===== src/rtl/mem_port_arbiter.sv =====
// mem_port_arbiter
// Shares one single-port memory between an instruction-fetch port and a
// data port. The data port has fixed priority. The winner's request is
// latched for the whole access. An access that sees no memory acknowledge
// within TIMEOUT cycles completes with zero data and sets a sticky error flag.

module mem_port_arbiter #(
   parameter int TIMEOUT = 16
) (
   input  logic        clk_i,
   input  logic        rst_i,
   input  logic        start_i,
   input  logic        if_req_i,
   input  logic [31:0] if_addr_i,
   output logic        if_ack_o,
   output logic [31:0] if_data_o,
   input  logic        dm_req_i,
   input  logic        dm_we_i,
   input  logic [31:0] dm_addr_i,
   input  logic [31:0] dm_wdata_i,
   output logic        dm_ack_o,
   output logic [31:0] dm_rdata_o,
   output logic        mem_en_o,
   output logic        mem_we_o,
   output logic [31:0] mem_addr_o,
   output logic [31:0] mem_wdata_o,
   input  logic [31:0] mem_rdata_i,
   input  logic        mem_ack_i,
   output logic        stall_o,
   output logic        err_o
);

   typedef enum logic [1:0] {
      IDLE   = 2'd0,
      GNT_DM = 2'd1,
      GNT_IF = 2'd2,
      RESP   = 2'd3
   } state_t;

   // Counter value seen in the last permitted grant cycle.
   localparam logic [7:0] CNT_LAST_C = 8'(TIMEOUT - 1);

   state_t      state_r;
   state_t      state_s;
   logic        grant_dm_s;
   logic        grant_if_s;
   logic        mem_done_s;
   logic        timeout_s;

   logic [7:0]  cnt_r;
   logic        mem_en_r;
   logic        mem_we_r;
   logic [31:0] mem_addr_r;
   logic [31:0] mem_wdata_r;
   logic        if_ack_r;
   logic        dm_ack_r;
   logic [31:0] if_data_r;
   logic [31:0] dm_rdata_r;
   logic        err_r;

   // State register.
   always_ff @(posedge clk_i) begin
      if (rst_i) begin
         state_r <= IDLE;
      end else begin
         state_r <= state_s;
      end
   end

   // Next-state logic and per-cycle event decode.
   always_comb begin
      state_s    = state_r;
      grant_dm_s = 1'b0;
      grant_if_s = 1'b0;
      mem_done_s = 1'b0;
      timeout_s  = 1'b0;
      case (state_r)
         IDLE: begin
            if (start_i && dm_req_i) begin
               state_s    = GNT_DM;
               grant_dm_s = 1'b1;
            end else if (start_i && if_req_i) begin
               state_s    = GNT_IF;
               grant_if_s = 1'b1;
            end else begin
               state_s = IDLE;
            end
         end
         GNT_DM, GNT_IF: begin
            if (mem_ack_i) begin
               state_s    = RESP;
               mem_done_s = 1'b1;
            end else if (cnt_r == CNT_LAST_C) begin
               state_s   = RESP;
               timeout_s = 1'b1;
            end else begin
               state_s = state_r;
            end
         end
         RESP: begin
            state_s = IDLE;
         end
         default: begin
            state_s = IDLE;
         end
      endcase
   end

   // Request latching, wait counter, response capture and sticky error.
   always_ff @(posedge clk_i) begin
      if (rst_i) begin
         cnt_r       <= 8'd0;
         mem_en_r    <= 1'b0;
         mem_we_r    <= 1'b0;
         mem_addr_r  <= 32'h0000_0000;
         mem_wdata_r <= 32'h0000_0000;
         if_ack_r    <= 1'b0;
         dm_ack_r    <= 1'b0;
         if_data_r   <= 32'h0000_0000;
         dm_rdata_r  <= 32'h0000_0000;
         err_r       <= 1'b0;
      end else begin
         // Acks are single-cycle pulses unless re-armed below.
         if_ack_r <= 1'b0;
         dm_ack_r <= 1'b0;
         if (grant_dm_s) begin
            mem_en_r    <= 1'b1;
            mem_we_r    <= dm_we_i;
            mem_addr_r  <= dm_addr_i;
            mem_wdata_r <= dm_wdata_i;
            cnt_r       <= 8'd0;
         end else if (grant_if_s) begin
            mem_en_r    <= 1'b1;
            mem_we_r    <= 1'b0;
            mem_addr_r  <= if_addr_i;
            mem_wdata_r <= 32'h0000_0000;
            cnt_r       <= 8'd0;
         end else if (mem_done_s || timeout_s) begin
            mem_en_r <= 1'b0;
            mem_we_r <= 1'b0;
            if (state_r == GNT_DM) begin
               dm_ack_r   <= 1'b1;
               dm_rdata_r <= mem_done_s ? mem_rdata_i : 32'h0000_0000;
            end else begin
               if_ack_r  <= 1'b1;
               if_data_r <= mem_done_s ? mem_rdata_i : 32'h0000_0000;
            end
            if (timeout_s) begin
               err_r <= 1'b1;
            end else begin
               err_r <= err_r;
            end
         end else if (mem_en_r) begin
            cnt_r <= cnt_r + 8'd1;
         end else begin
            cnt_r <= cnt_r;
         end
      end
   end

   assign if_ack_o    = if_ack_r;
   assign if_data_o   = if_data_r;
   assign dm_ack_o    = dm_ack_r;
   assign dm_rdata_o  = dm_rdata_r;
   assign mem_en_o    = mem_en_r;
   assign mem_we_o    = mem_we_r;
   assign mem_addr_o  = mem_addr_r;
   assign mem_wdata_o = mem_wdata_r;
   assign err_o       = err_r;

   // A requester stalls until the cycle its acknowledge is presented.
   assign stall_o = (if_req_i & ~if_ack_r) | (dm_req_i & ~dm_ack_r);

endmodule


===== config.mk =====
export PLATFORM = sky130hd
export DESIGN_NAME = mem_port_arbiter
export DESIGN_NICKNAME = d
export VERILOG_FILES = /design/src/rtl/mem_port_arbiter.sv
export SDC_FILE = /design/constraint.sdc
export NUM_CORES = 1
export LEC_CHECK = 0
export ABC_CLOCK_PERIOD_IN_PS = 3000
export CAP_MARGIN = 0
export CORE_MARGIN = 2
export CORE_UTILIZATION = 46
export CTS_BUF_LIST = sky130_fd_sc_hd__clkbuf_8
export CTS_CLUSTER_DIAMETER = 50
export DETAILED_ROUTE_END_ITERATION = 7
export HOLD_SLACK_MARGIN = 0.05
export PLACE_DENSITY = 0.92
export SYNTH_ARGS = -nofsm -noshare
export SYNTH_HDL_FRONTEND = slang
export SYNTH_SLANG_ARGS = --single-unit

===== constraint.sdc =====
create_clock -name clk_i -period 3 [get_ports clk_i]
set_clock_uncertainty 0.05 [all_clocks]
set_input_delay 0.9 -clock clk_i [delete_from_list [all_inputs] [get_ports clk_i]]
set_output_delay 0.9 -clock clk_i [all_outputs]
set_load 0.02 [all_outputs]

# After elaboration in Yosys (flattened, before gate mapping)
# Cells that the tools add are included.
# word_totals
in_bits	135
out_inout_bits	134
word_cells	66
register_bits	143
# classes
eq_ne	5
n_bitwise	9
n_reduce_logical	13
n_mux	27
n_addsub	1
# ops
op	n
32-bit two-way mux	5
1-bit two-way mux	17
4-bit AND reduction	3
8-bit by 1-bit adder with 8-bit output, second input constant	1
8-bit by 4-bit == test with 1-bit output, second input constant	1
2-bit two-way mux	4
1-bit NOT	6
2-bit one-hot mux with 3 select lines	1
2-bit == test, second input constant	2
4-bit OR reduction	1
3-bit inequality test, second input constant	1
3-bit nonzero test	1
3-bit OR reduction	1
1-bit AND	2
2-bit by 1-bit == test with 1-bit output, second input constant	1
1-bit logical AND	2
2-bit zero test	1
2-bit AND reduction	1
2-bit nonzero test	1
2-bit OR reduction	1
1-bit logical OR	1
1-bit OR	1

# Logic depth before layout (Yosys ltp)
# depth
depth_word	8
ltp_mapped	8
ltp_nobuf	6

# Worst setup path after synthesis
# No wires, ideal clock.
# synth_path
path_kind	input-to-output
startpoint	input port if_req_i
endpoint	output port stall_o
n_path_buf	0
slack_ns	0.745
arrival_ns	1.305
required_ns	2.050
stages	2
cell_sequence	inv_1 o22ai_1
# synth_via
elab_chain_cells	2
# synth_rtl
element	line_no	rtl
start, declared	13	input logic if_req_i,
1-bit AND	172	assign stall_o = (if_req_i & ~if_ack_r) | (dm_req_i & ~dm_ack_r);
1-bit OR	172	
end, declared	29	output logic stall_o,
# Every way passes these cells.

# Final worst setup path
# Ends and elaborated chain as after synthesis.

==> flow_summary.toml <==
[outcome]
outcome = "complete, no violations"

[grt]
grt_use_total_pct = 26.5
antenna_found_initial = 0
grt_pass1_vias = 5573
grt_pass1_wl_um = 27800
grt_max_degree = 98
overflow = 0

[floorplan]
coreArea_um2 = 12000
num_io_pins = 269
die-width_um = 115
start_util_pct = 47.2
dieArea_um2 = 13200
std_cell_rows = 40
fp.dieH_um = 115

[synth]
synth_flop_cell = "dfxtp_1"
synthCells = 563
seq_area_frac_synth_pct = 50.5
async_reset_ff_share_pct = 0
yosysWarningCount = 0
syn_avg_cell_area_um2 = 10.1
synth_edf_count = 0
synthTopCellsByArea = "dfxtp_1, a311oi_1, a31oi_1"
yosysTopAreaCellShare_pct = 50.5
netlist.top_cell.by_area = "dfxtp_1"
ys_ff_latch = 143
yosysUniqueCellTypes = 40
syn-num-nets = 702
synthesis.area_um2 = 5670

[power]
p_int_mw = 3.35
clockPowerShare_pct = 31.8
ir_drop_mv = 0.303
power_switching_mw = 1.40
swShare_pct = 29.5
p_comb_share_pct = 24.4
power.leakage_nw = 3.17
p_seq_share_pct = 43.8
power_density_nw_per_um2 = 537

[hold_path]
hold-path-endpoint = "mem_wdata_o[8]"
hp-class = "flip-flop to flip-flop"
min_delay_path_depth = 1
worstHoldStart = "mem_wdata_o[8]"

[timing]
timing.fmax_mhz = 347
setup_violations = 0
hold_ws_ps = 428
finalCriticalPeriod_ps = 2880
setup_tns_ps = 0
slew_viol_final = 0
period_share_pct = 96.0
hold_viol = 0
slew_headroom_pct = 61.2
tightest_slew_ps = 582
rsz0062_at_grt = "no"

[cts]
htreeDepth = 4
post_cts_buffers = 0
clock_latency_ps = 440
cts_tree = "yes"
cts_made_buffers = 17
clk_pin_slew_ps = 70
clock-sinks = 143
cts_root_buffer = "clkbuf_8"
cts_buffer_depth = 2

[critical_path]
worst_ep_arrival_time_ps = 1930
worstReg2RegEnd = "cnt_r[7]"
reg2reg_slack_ps = 940
crit_type = "input pin to output port"
reg2reg_depth = 6
critPathRequiredTime_ps = 2050
rr_startpoint = "state_r[0]"
critPathLaunchType = "input pin"
worstPathMaxFanout = 2
cp-end-kind = "output port"

[cells_and_area]
drive_above_1_share_pct = 7.22
most-common-layout-cells = "clkdlybuf4s50_1, dfxtp_1, a31oi_1, a311oi_1, nand2_1"
diodes = 0
layout_commonest_cell = "clkdlybuf4s50_1"
stdcell_count = 964
area_growth_pct = 56.1
final_nets = 943

[drt]
postRouteAntennaNets = 0
drt-wirelength-per-cell_um = 18.5
wl_met1_um = 6760
wl_met3_um = 1060
top_layer = "met4"
routed_wl_um = 17800
via_per_inst = 5.88
dr.pass1.iters = 4
wl_met2_um = 9370
vias = 5669
drc = 0
drtIter0Drc = 367

[place]
place_congestion = 0.880
dp_cells = 932
hpwl_um = 12600
numPortBuffers = 268

[flow_run]
maxCapViolCount = 0
## layout make-up
type,instances,area [um2]
Sequential cell,143,2860
Clock inverter,12,119
Inverter,6,22.5
Clock buffer,20,275
Multi-Input combinational cell,354,2510
Fill cell,859,3170
Tap cell,147,184
Timing Repair Buffer,282,2870
## worst max path at each step
stage,from,endpoint,depth (start not counted)
after floorplan,if_req_i,stall_o,2
after global placement,if_req_i,stall_o,4
after detailed placement,if_req_i,stall_o,4
after CTS,if_req_i,stall_o,4
after global routing,if_req_i,stall_o,4
final,if_req_i,stall_o,4
## routing by layer
| metal | global-route usage [%] | up-vias |
|---|---|---|
| met5 | 0 | - |
| met4 | 12.2 | 0 |
| met3 | 6.48 | 50 |
| met2 | 47.5 | 235 |
| met1 | 29.6 | 2700 |
| li1 | - | 2684 |
## repair_timing
action	CTS	global route
hold buffers	0	0
endpoints found under the hold margin	0	0
setup endpoints to repair	1	0
resized for setup	1	0
## flip-flops by register name, summed over array words and instances (netlist names)
name         count
err_o            1
dm_rdata_o      32
mem_we_o         1
dm_ack_o         1
if_ack_o         1
cnt_r            8
mem_wdata_o     32
state_r          2
mem_addr_o      32
if_data_o       32
mem_en_o         1
## worst max-delay path, stage by stage
cell	delay, ps
clkdlybuf4s50_1	480
inv_1	60
o22ai_1	140
dlygate4sd2_1	350
## logic make-up after synthesis
kind of cell	after synthesis	share of synthesized area, %
compound gates	209	28.6
fa+ha+maj	4	0.883
buf+inv	66	5.34
xor+xnor	2	0.309
flops	143	50.5
mux	35	6.18
simple gates	104	8.15
## cells in the mapped netlist, types with 4 or more instances
cell type  number
a211oi_1       32
a22o_1         32
a311oi_1       65
a31oi_1        65
buf_2          17
buf_4           7
clkbuf_1       32
dfxtp_1       143
ha_1            4
inv_1           6
mux2i_1        35
nand2_1        42
nand3_1         4
nor2_1         40
## stage by stage
stage | utilization (%) | area, um2 | total power, mW | worst slack (ps)
6_report | 73.6 | 8850 | 4.75 | 119
5_1_grt | 73.6 | 8850 | 4.95 | 73.2
4_1_cts | 73.6 | 8850 | 4.78 | 117
3_5_place_dp | 70.4 | 8450 | 3.28 | -161
3_3_place_gp | 70.4 | 8450 | 3.23 | -155
2_1_floorplan | - | 5670 | 2.73 | 745
## power by group through the flow
stage	logic, mW	clock network (mW)	registers, mW
floorplan	0.474	0	2.25
global placement	1.11	0	2.12
detailed placement	1.15	0	2.12
CTS	1.16	1.54	2.08
global route	1.24	1.62	2.09
finish	1.16	1.51	2.08
No activity file was read; power rests on OpenSTA's default activity.
